File: src/rtl/regfile.sv
// Register file: 2**ADDR_W registers of DATA_W bits, one write port, two
// combinational read ports with write-to-read forwarding. Register 0 is
// hardwired to zero.
//
// Ports:
//   clk       - clock, all state changes on the rising edge
//   reset     - asynchronous active-low reset, clears every register
//   regwrite  - write enable
//   wreg      - write address
//   wdata     - write data
//   rreg1/2   - read addresses
//   rdata1/2  - read data (zero-latency, forwarded from a pending write)
module regfile #(
    parameter int unsigned DATA_W = 32,
    parameter int unsigned ADDR_W = 5
) (
    input  logic              clk,
    input  logic              reset,
    input  logic              regwrite,
    input  logic [ADDR_W-1:0] wreg,
    input  logic [DATA_W-1:0] wdata,
    input  logic [ADDR_W-1:0] rreg1,
    input  logic [ADDR_W-1:0] rreg2,
    output logic [DATA_W-1:0] rdata1,
    output logic [DATA_W-1:0] rdata2
);

    localparam int unsigned NREGS = 2 ** ADDR_W;

    logic [DATA_W-1:0] regs [NREGS];
    logic              wr_en;

    // A write is only live out of reset and never to register 0; the same
    // qualifier gates forwarding so a discarded write is never visible.
    assign wr_en = reset && regwrite && (wreg != '0);

    always_ff @(posedge clk or negedge reset) begin
        if (!reset) begin
            for (int i = 0; i < NREGS; i++) begin
                regs[i] <= '0;
            end
        end else if (wr_en) begin
            regs[wreg] <= wdata;
        end
    end

    always_comb begin
        rdata1 = '0;
        if (reset && (rreg1 != '0)) begin
            if (wr_en && (rreg1 == wreg)) begin
                rdata1 = wdata;
            end else begin
                rdata1 = regs[rreg1];
            end
        end
    end

    always_comb begin
        rdata2 = '0;
        if (reset && (rreg2 != '0)) begin
            if (wr_en && (rreg2 == wreg)) begin
                rdata2 = wdata;
            end else begin
                rdata2 = regs[rreg2];
            end
        end
    end

endmodule

File: config.mk
export PLATFORM = sky130hd
export DESIGN_NAME = regfile
export DESIGN_NICKNAME = d
export VERILOG_FILES = /design/src/rtl/regfile.sv
export SDC_FILE = /design/constraint.sdc
export NUM_CORES = 2
export LEC_CHECK = 0
export CORE_UTILIZATION = 60
export DETAILED_ROUTE_END_ITERATION = 8
export PLACE_DENSITY_LB_ADDON = 0.1
export SYNTH_ARGS = -nofsm -noshare
export SYNTH_HDL_FRONTEND = slang
export SYNTH_SLANG_ARGS = --single-unit
File: constraint.sdc
create_clock -name clk -period 5.7 [get_ports clk]
set_input_delay 1.14 -clock clk [delete_from_list [all_inputs] [get_ports clk]]
set_output_delay 1.14 -clock clk [all_outputs]
set_load 0.02 [all_outputs]
==> impl_summary.log <==
INFO  metric timing.max_slew.rel_slack = under 10%
INFO  metric vias = 37.1k
INFO  metric initial_core_util = 60.5%
INFO  metric cts_max_path_buffers = 3
INFO  metric netSwitchingPower = 0.00532 W
INFO  metric area_growth_synth_to_finish = 12.0%
INFO  metric pwr_density_cell = 318 nW/um2
INFO  metric iteration_0_drc_markers = roughly 4.1k
INFO  metric ys_types = 38
INFO  metric path_clk_slew = 60 ps
INFO  metric post-route-cell-area = 62100 um2
INFO  metric clkPwrFrac = between 30% and 40%
INFO  metric place_area = 58400 um2
INFO  metric final-setup-viol-count = 0
INFO  metric library_cell_used_as_clock_root_buffer = clkbuf_16
INFO  metric drc = 0
INFO  metric worst-endpoint-arrival = 4320 ps
INFO  metric max_fo_critical_path = 22
INFO  metric cts_post_setup_buffers_inserted = 0
INFO  metric dp_hpwl = around 110 mm
INFO  metric multiInputGateArea = ~28000 um2
INFO  metric transition_time_of_the_tightest_slew_check_pin = 1370 ps
INFO  metric grt_antenna_before_repair = 8
INFO  metric fmax = 183 MHz
INFO  metric max-cap-violations = 0
INFO  metric synth_sequential_area_ratio = a little under half
INFO  metric start_kind = input port
INFO  metric finish.net_count = about 3.9k
INFO  metric fp.dieArea = 93700 um2
INFO  metric postSynthCellCount = 3829
INFO  metric ioPinCount = 114
INFO  metric htree_levels = 3
INFO  metric worst-setup-path-type = input port to output pin
INFO  metric insertion_delay = between 600 and 700 ps
INFO  metric synth_enable_flop_cells = 0
INFO  metric cellLeakagePower = 27.9 nW
INFO  metric syn-mean-instance-area = 14.5 um2
INFO  metric seqCellArea = around 26000 um2
INFO  metric clkSinkCount = 1024
INFO  metric cells_resized_by_post_cts_repair = 0
INFO  metric ys_warn_count = 0
INFO  metric cts-buffers-inserted = 110
INFO  metric cts_tree = done
INFO  metric flip_flop_count_of_the_largest_register_after_layout = 1024
INFO  metric critical_path.endpoint_type = output pin
INFO  metric totalWireLength = approximately 170 mm
INFO  metric antenna_violating_nets_post_route = 0
INFO  metric drt-vias-per-instance = 7.29
INFO  metric postSynthRegisterBits = 1024
INFO  metric timing.clock.skew = 0 ps
INFO  metric timing.final.max_slew_violations = 0
INFO  metric port_buffers = 113
INFO  metric die-height = 306 um
INFO  metric share_comb_of_total_power = 17.6%
INFO  metric layout-drive-gt1-share = about 46%
INFO  metric yosys_most_used_dff = dfrtp_1
INFO  metric vdd.ir_drop.worst = 0.000221 V
INFO  metric grt_use_total = 37.3%
INFO  metric num_rows = 111
INFO  metric largestRegisters = regs (1024)
INFO  metric core_area = about 90000 um2
INFO  metric cts.hold.buffers_added = 0
INFO  metric final_cell_mix = dfrtp_1, mux2_2, mux4_2
INFO  metric setup_total_negative_slack = 0 ps
INFO  metric required = 4560 ps
INFO  metric synth_nets = 3879
INFO  metric grt_pass1_vias = 39.2k
INFO  metric grt_pass1_wl = 258 mm
INFO  metric power.switching_fraction = a little over a quarter
INFO  metric layout_commonest_cell = dfrtp_1
INFO  metric p_int = roughly 0.014 W
INFO  metric layout.filler_cells = 6286
INFO  metric gr-total-overflow = 0
INFO  metric floorplan.die.width = 306 um
INFO  metric portion_of_total_power_attributed_to_sequential_cells = 45.2%
INFO  metric synthArstFlopShare = 100%
INFO  metric final_min_period_over_clock_period = ~96%
INFO  metric layout_min_cycle_time = 5460 ps
INFO  metric finalHoldViolations = 0
INFO  metric globalplace.congestion = 0.881
INFO  metric synth.cell_area = 55500 um2
INFO  metric hold_path_class = input port to async pin
INFO  metric rsz0062_at_grt = false
INFO  metric grt_max_degree = roughly 170
INFO  metric wire_per_inst = roughly 34 um
INFO  metric drt_pass1_iterations = 6
INFO  metric largest-register = regs
INFO  metric run_status = finished clean
routing by layer:
| metal | vias up | track usage [%] | part of all wire [%] |
|---|---|---|---|
| met5 | - | 0 | 0.041 |
| met4 | 10 | 16.6 | 4.7 |
| met3 | 489 | 9.27 | 9.5 |
| met2 | 1935 | 56.8 | 46 |
| met1 | 19800 | 51.1 | 40 |
| li1 | 14800 | - | - |
power groups by stage:
stage,clock [W],combinational (W),sequential [W]
floorplan,0,0.00246,0.00877
global placement,0,0.00333,0.00887
detailed placement,0,0.00344,0.00901
CTS,0.00742,0.00346,0.00889
global route,0.00771,0.00368,0.00903
finish,0.00735,0.00347,0.00892
kinds of logic after synthesis:
kind of cell | count (synthesis) | synth area share, %
xor+xnor | 10 | 0.158
compound gates | 518 | 7.10
simple gates | 135 | 1.39
mux | 1696 | 41.5
buf+inv | 446 | 3.63
flops | 1024 | 46.2
critical path, cell delays in order:
cell and delay, ps:
clkdlybuf4s50_1 540, or4_1 600, o21ai_2 380, o31ai_1 210
nor3_4 200, buf_4 390, a221o_1 230, clkdlybuf4s50_1 610
synthesized netlist by cell type (2+ instances only):
| cell | number | area share [%] |
|---|---|---|
| nand3_1 | 5 | 0.045 |
| nand2b_1 | 4 | 0.045 |
| mux2i_1 | 320 | 5.8 |
| a21oi_1 | 96 | 0.87 |
| buf_2 | 153 | 1.4 |
| buf_1 | 32 | 0.22 |
| a211o_1 | 32 | 0.51 |
| nor4_2 | 3 | 0.068 |
| nor3_1 | 5 | 0.045 |
| or3_1 | 2 | 0.023 |
| nand2_1 | 16 | 0.11 |
| o21bai_1 | 65 | 0.88 |
| a221oi_1 | 128 | 2.0 |
| nor3_2 | 2 | 0.036 |
| dfrtp_1 | 1024 | 46 |
| a221o_1 | 32 | 0.58 |
| a211oi_1 | 96 | 1.3 |
| xnor2_1 | 10 | 0.16 |
| nor2_2 | 2 | 0.023 |
| nor4_1 | 2 | 0.023 |
| buf_6 | 7 | 0.14 |
| mux4_2 | 384 | 16 |
| mux2_1 | 14 | 0.28 |
| mux2_2 | 978 | 20 |
| clkbuf_1 | 226 | 1.5 |
| a22oi_1 | 64 | 0.87 |
| nor2_1 | 20 | 0.14 |
| nor2b_1 | 70 | 0.79 |
| inv_1 | 2 | 0.014 |
| buf_4 | 26 | 0.35 |
| o31ai_1 | 2 | 0.027 |
through the flow:
stage	util [%]	std cells	hold slack, ps	setup slack, ps	total power, W
final	67.8	5091	323	239	0.0197
after global routing	67.8	5091	331	153	0.0204
after CTS	67.8	5090	297	287	0.0198
after detailed placement	63.7	4890	383	288	0.0125
after global placement	63.7	4890	377	327	0.0122
after floorplan	-	3829	441	1620	0.0112
path summary, 6_finish.rpt:
check / start / end / slack [ps] / depth (start not counted)
setup reg to reg: regs[969] / regs[969] / 4880 / 1
hold / removal: reset / regs[460] / 320 / 1
hold reg to reg: regs[1011] / regs[1011] / 390 / 0
setup / recovery: wreg[3] / rdata1[5] / 240 / 8
max in group asynchronous: reset / regs[509] / 2110 / 4
min in group clk: regs[1011] / regs[1011] / 390 / 0
area by class of cell:
class                      instances  area share [%]
antenna                            1         0.00403
clock inverter                    38           0.701
sequential                      1024            41.3
tap                             1186            2.39
multi-input combinational       2359            45.2
clock buffer                     162            5.25
timing repair buffer             319            5.15
inverter                           2          0.0121
(Power assumes the default switching activity.)
